===== src/rtl/encoder_4x2_reg.sv =====
// encoder_4x2_reg
//   Registered priority encoder: the inverse of a 2-to-4 line decoder.
//   A request word (normally one-hot) is taken over a valid/ready handshake.
//   The binary index of its highest set bit, plus zero/multi-hot flags, is
//   returned through a one-deep output register. A saturating counter tracks
//   how many malformed (zero or multi-hot) words were accepted.
//
// Ports
//   clk        in   1      rising-edge clock
//   rst_n      in   1      asynchronous active-low reset
//   in_valid   in   1      request word present on in_y
//   in_ready   out  1      block can accept in_y this cycle
//   in_y       in   N      request word, bit i = decoded line y[i]
//   out_valid  out  1      out_* hold a result
//   out_ready  in   1      consumer takes the result this cycle
//   out_a      out  W      index of highest set bit of the accepted word
//   out_zero   out  1      accepted word was all zeros
//   out_multi  out  1      accepted word had more than one bit set
//   err_cnt    out  ERR_W  saturating count of malformed accepted words
module encoder_4x2_reg #(
  parameter int N     = 4,
  parameter int W     = 2,
  parameter int ERR_W = 8
) (
  input  logic             clk,
  input  logic             rst_n,
  input  logic             in_valid,
  output logic             in_ready,
  input  logic [N-1:0]     in_y,
  output logic             out_valid,
  input  logic             out_ready,
  output logic [W-1:0]     out_a,
  output logic             out_zero,
  output logic             out_multi,
  output logic [ERR_W-1:0] err_cnt
);

  typedef enum logic {
    EMPTY = 1'b0,
    FULL  = 1'b1
  } state_t;

  localparam logic [N-1:0] Y_ONE = N'(1);

  state_t           state_q, state_d;
  logic [W-1:0]     a_q, a_d;
  logic             zero_q, zero_d;
  logic             multi_q, multi_d;
  logic [ERR_W-1:0] err_q, err_d;

  logic accept;
  logic release_w;
  logic word_zero;
  logic word_multi;

  // Later (higher) set bits overwrite earlier ones, giving MSB priority.
  function automatic logic [W-1:0] prio_idx(input logic [N-1:0] y);
    logic [W-1:0] idx;
    idx = '0;
    for (int i = 0; i < N; i++) begin
      if (y[i]) idx = W'(i);
    end
    return idx;
  endfunction

  // Clearing the lowest set bit leaves something only if two or more were set.
  function automatic logic is_multi_hot(input logic [N-1:0] y);
    return (y & (y - Y_ONE)) != '0;
  endfunction

  function automatic logic [ERR_W-1:0] sat_inc(input logic [ERR_W-1:0] c);
    return (c == '1) ? c : c + ERR_W'(1);
  endfunction

  // The only combinational input-to-output path.
  assign in_ready  = (state_q == EMPTY) || out_ready;
  assign accept    = in_valid && in_ready;
  assign release_w = (state_q == FULL) && out_ready;

  assign word_zero  = (in_y == '0);
  assign word_multi = is_multi_hot(in_y);

  always_comb begin
    state_d = state_q;
    a_d     = a_q;
    zero_d  = zero_q;
    multi_d = multi_q;
    err_d   = err_q;
    if (accept) begin
      // Also covers simultaneous release: the new word replaces the old.
      state_d = FULL;
      a_d     = prio_idx(in_y);
      zero_d  = word_zero;
      multi_d = word_multi;
      if (word_zero || word_multi) err_d = sat_inc(err_q);
    end else if (release_w) begin
      // Result fields keep their last value once drained.
      state_d = EMPTY;
    end
  end

  // Output register stage
  always_ff @(posedge clk or negedge rst_n) begin
    if (!rst_n) begin
      state_q <= EMPTY;
      a_q     <= '0;
      zero_q  <= 1'b0;
      multi_q <= 1'b0;
      err_q   <= '0;
    end else begin
      state_q <= state_d;
      a_q     <= a_d;
      zero_q  <= zero_d;
      multi_q <= multi_d;
      err_q   <= err_d;
    end
  end

  assign out_valid = (state_q == FULL);
  assign out_a     = a_q;
  assign out_zero  = zero_q;
  assign out_multi = multi_q;
  assign err_cnt   = err_q;

endmodule


===== config.mk =====
export PLATFORM = sky130hd
export DESIGN_NAME = encoder_4x2_reg
export DESIGN_NICKNAME = d
export VERILOG_FILES = /design/src/rtl/encoder_4x2_reg.sv
export SDC_FILE = /design/constraint.sdc
export NUM_CORES = 1
export LEC_CHECK = 0
export CAP_MARGIN = 20
export CORE_UTILIZATION = 45
export DETAILED_ROUTE_END_ITERATION = 16
export GPL_TIMING_DRIVEN = 0
export PLACE_DENSITY = 0.85
export SYNTH_ARGS = -nofsm -noshare
export SYNTH_HDL_FRONTEND = slang
export SYNTH_SLANG_ARGS = --single-unit

===== constraint.sdc =====
create_clock -name clk -period 2.35 [get_ports clk]
set_input_delay 0.3525 -clock clk [delete_from_list [all_inputs] [get_ports clk]]
set_output_delay 0.3525 -clock clk [all_outputs]
set_load 0.01 [all_outputs]

== Word-level counts from Yosys, hierarchy flattened ==
Index checks and enable logic that the tools add are counted.
W data, S select, Z words.
Cells by class
  reductions and logical operators: 8
  bitwise operators: 3
  mux-type cells: 5
  eq/ne operators: 1
  add/sub/neg operators: 2
Operators with widths (count)
  $add A8 B1 Y8 const B: 1
  $eq A8 B8 Y1 const B: 1
  $and A4 B4 Y4: 1
  $logic_not A4 Y1: 1
  $mux W2: 2
  $reduce_bool A4 Y1: 1
  $sub A4 B1 Y4 const B: 1
  $mux W1: 3
  $reduce_and A3 Y1: 1
  $logic_and A1 B1 Y1: 2
  $logic_or A1 B1 Y1: 2
  $not A1 Y1: 2
  $reduce_bool A2 Y1: 1
Storage, ports and cells
  output and inout port bits: 14
  flip-flop bits (word level): 13

== Longest topological paths before layout ==
  depth in word-level cells: 5
  depth in mapped cells: 5
  depth with buffers taken out: 5

== Least setup slack after synthesis ==
No wires, ideal clock.
  path type: register to register
  start point: reg err_q[0] (netlist: err_cnt[0])
  end point: reg err_q[1] (netlist: err_cnt[1])
  setup time: 0.128 ns
  data arrival time: 1.426 ns
  slack: 0.796 ns
  stages on the path, launching flop included: 6
  cell sequence: dfrtp_1 ha_1 nand3_1 o211ai_2 nor2_1 mux2_1
Between the ends
  longest elaborated chain between the ends: 3
RTL lines
  start, declared: line 49  | logic [ERR_W-1:0] err_q, err_d;
  start signal, assigned: line 115  | err_q <= err_d;
  branches (longest 3 deep; another with $add A8 B1 Y8)
Parallel ways; which one is timed is not known.
A chain may end at the register's enable or synchronous reset.

== Worst setup path after layout ==
  start point: in out_ready
  end point: out in_ready
Between the ends
  longest elaborated chain between the ends: 1
RTL lines
  start, declared: line 31  | input logic out_ready,
  $logic_or A1 B1 Y1: line 76  | assign in_ready = (state_q == EMPTY) || out_ready;
  end, declared: line 28  | output logic in_ready,
Every way passes these cells.

==> summary.txt <==
Power and ir drop
  • Peak VDD IR: between 0.0006 and 0.0007 V
  • Logic pwr share: between 30% and 40%
  • P_leak: about 0.00039 uW
  • Pwr Total: 754 uW
  • Share of total power in sequential cells: 46.9%
  • Pint: just over 500 uW
  • Sw frac: between 30 and 40%
  • Clock power share: about 18%
  • Pwr per Cell Area: around 860 mW/mm^2
  • Switch Pwr: roughly 250 uW

Drt
  • DR vias/cell: roughly 5.4
  • Antenna viol nets, final: 0
  • DR pass1 iterations: 4
  • Wire per inst: 11.8 um
  • DRC: 0
  • Final wirelength: 1170 um
  • Routed vias: ~540
  • Number of DRC markers in iteration 0: 8

Logic synthesis
  • Synth top cells by count: dfrtp_1 (13), xor2_1 (8), nand2_1 (7)
  • Post-Syn Area: 621 um^2
  • Number of flops mapped to enable cells by yosys: 0
  • Post-Syn Nets: 68
  • Async SR Flop Fraction: 100%
  • Synth area leaders: dfrtp_1 (52%), xor2_1 (11%), nand2_1 (4.2%), nor4_1 (3.0%), nand3_1 (2.4%)
  • Synth unique cells: 20
  • Avg Cell Area, Syn: roughly 11 um^2
  • Sequential area share after synthesis: ~52%
  • Count leader, synth: dfrtp_1
  • Synthesized flop and latch total: 13
  • Top-area cell type share of the netlist area: around 52%
  • Main synth FF type: dfrtp_1
  • Leading area contributor after synthesis: dfrtp_1
  • Post-Syn Instances: 59
  • YS warnings: 0

Timing
  • Worst setup margin: ~0.41 ns
  • Setup Viol. Count Final: 0
  • Fin crit share: 82.6%
  • Final clock skew: 0.00666 ns
  • Final Slew Violations: 0
  • Max_slew headroom: 60.7%
  • Tmin final: between 1.5 and 2 ns
  • Fmax: a little over 500 MHz
  • Final Hold Fails: 0
  • RSZ-0062 raised after global routing: false
  • Fin Setup TNS: 0 ns
  • Worst-margin pin slew: 0.587 ns

Floorplanning
  • Die area: around 0.0015 mm^2
  • Die Width: slightly below 40 um
  • Core Region: ~0.0013 mm^2
  • DIE HEIGHT: 39.1 um
  • Row count: 13
  • Io pins: 22
  • Starting density of the core: ~48%

Worst setup path
  • CP Max Fanout: 5
  • Critical path depth: 3
  • CP top delay family: buffers and inverters
  • Slowest CP cell: clkdlybuf4s50_1
  • CP cell instances: clkdlybuf4s50_1 > nand2b_1 > clkdlybuf4s50_1
  • Worst Path Arrival: approximately 1.6 ns
  • Critical R2R Capture: err_cnt[1]$_DFFE_PN0P_
  • Req. time, crit path: ~2.0 ns
  • Startpoint Class: input port
  • R2r setup slk: ~0.74 ns
  • Worst R2R Path Depth: 5
  • Largest stage delay, worst path: approximately 0.57 ns
  • Crit end category: output port
  • Worst path buffer plus inverter count: 2
  • Crit Path Category: in2out
  • Worst path most repeated cell: clkdlybuf4s50_1
  • Worst reg2reg startpoint: err_cnt[0]$_DFFE_PN0P_

GRT
  • Largest net degree at the start of global routing: 14
  • Wire length of the first global-routing pass: 2010 um
  • Overflow after GRT: 0
  • GRT Total Usage: between 10% and 20%
  • Antenna violations before repair: 0
  • Vias in the first global route: 475

CTS
  • Clock Sink Count: 13
  • Total CTS buffers: 3
  • H-tree levels: 1
  • Hold_buf cts: 0
  • CTS tree: yes
  • Clk buf depth: 2
  • Resized Gates After CTS: 0
  • Setup Buffers After CTS: 0
  • CTS clk-pin slew, worst paths: about 0.08 ns
  • Clk Tree Root Cell: clkbuf_4
  • Clk_lat worst skew: 0.26 ns

Finish
  • Footprint of the multi-input gates: 288 um^2
  • Final core utilization: between 60% and 70%
  • Filler cells: ~110
  • Register area: around 330 um^2
  • Layout area overhead: 41.1%
  • Cell area after layout: 876 um^2
  • Fin nets: between 90 and 100
  • Ratio of cells with drive above 1 in the final layout: just under 6%
  • Antenna cell count: 0

Run
  • Max-cap violation count: 0

Placement
  • GPL Wtd Cong: between 0.7 and 0.8
  • Placement Cell Area: 850 um^2
  • DP Worst Slack: around 0.18 ns
  • Buffers added on ports: 21
  • Hpwl dp: around 900 um

Status
  • Outcome: finished clean

Worst hold path
  • Hold Crit Class: in2async
[layout make-up]
type	count	area share [%]
well taps	15	2.14
multi-input cells	44	32.9
repair buffers	21	24.0
inverters	2	0.857
flip-flops and latches	13	37.1
clock buffers	4	3.00
[worst max path at each step]
stage,from,to,slack [ns]
after floorplan,err_cnt[0]$_DFFE_PN0P_,err_cnt[1]$_DFFE_PN0P_,0.80
after global placement,in_y[2],err_cnt[1]$_DFFE_PN0P_,0.20
after detailed placement,in_y[2],err_cnt[1]$_DFFE_PN0P_,0.18
after CTS,out_ready,in_ready,0.42
after global routing,out_ready,in_ready,0.35
final,out_ready,in_ready,0.41
[flip-flops by register name, indices dropped and copies added (netlist names)]
signal,count
out_zero,1
err_cnt,8
out_a,2
out_valid,1
out_multi,1
[cell families (layout without fill, tap and decap cells)]
family / after synthesis / in the layout / synth area share [%]
compound gates: 7 / 7 / 8.06
xor+xnor: 8 / 8 / 11.3
fa+ha+maj: 2 / 2 / 3.63
buf+inv: 2 / 27 / 1.21
flops: 13 / 13 / 52.4
mux: 1 / 1 / 1.81
simple gates: 26 / 26 / 21.6
[power groups by stage]
stage / combinational, uW / sequential [uW] / clock (uW)
after global placement: 262 / 351 / 0
after detailed placement: 273 / 358 / 0
final: 268 / 354 / 132
after global routing: 297 / 364 / 150
after CTS: 273 / 354 / 134
after floorplan: 88.1 / 373 / 0
[cell usage in the layout, fill, tap and decap left out, types with 2 or more instances in the layout]
cell / instances
clkbuf_4: 3
nand2_1: 7
clkdlybuf4s50_1: 21
nand3_1: 3
dfrtp_1: 13
xor2_1: 8
inv_1: 2
nor4_1: 3
nor3_1: 3
nor2_1: 4
nand2b_1: 2
o21ai_0: 3
nand4_1: 2
[per-stage QoR]
step	cells	hold slack [ns]
after floorplan	59	0.0569
after global placement	95	0.471
after detailed placement	95	0.476
after CTS	99	0.466
after global routing	99	0.494
final	99	0.455
[metal layers]
metal / vias up / routed length (um) / track usage, %
li1: 261 / - / -
met1: 255 / 509 / 23.3
met2: 20 / 595 / 34.2
met3: 0 / 62 / 4.05
met4: 0 / 0 / 8.62
met5: - / 0 / 0
No activity file was read; power rests on OpenSTA's default activity.
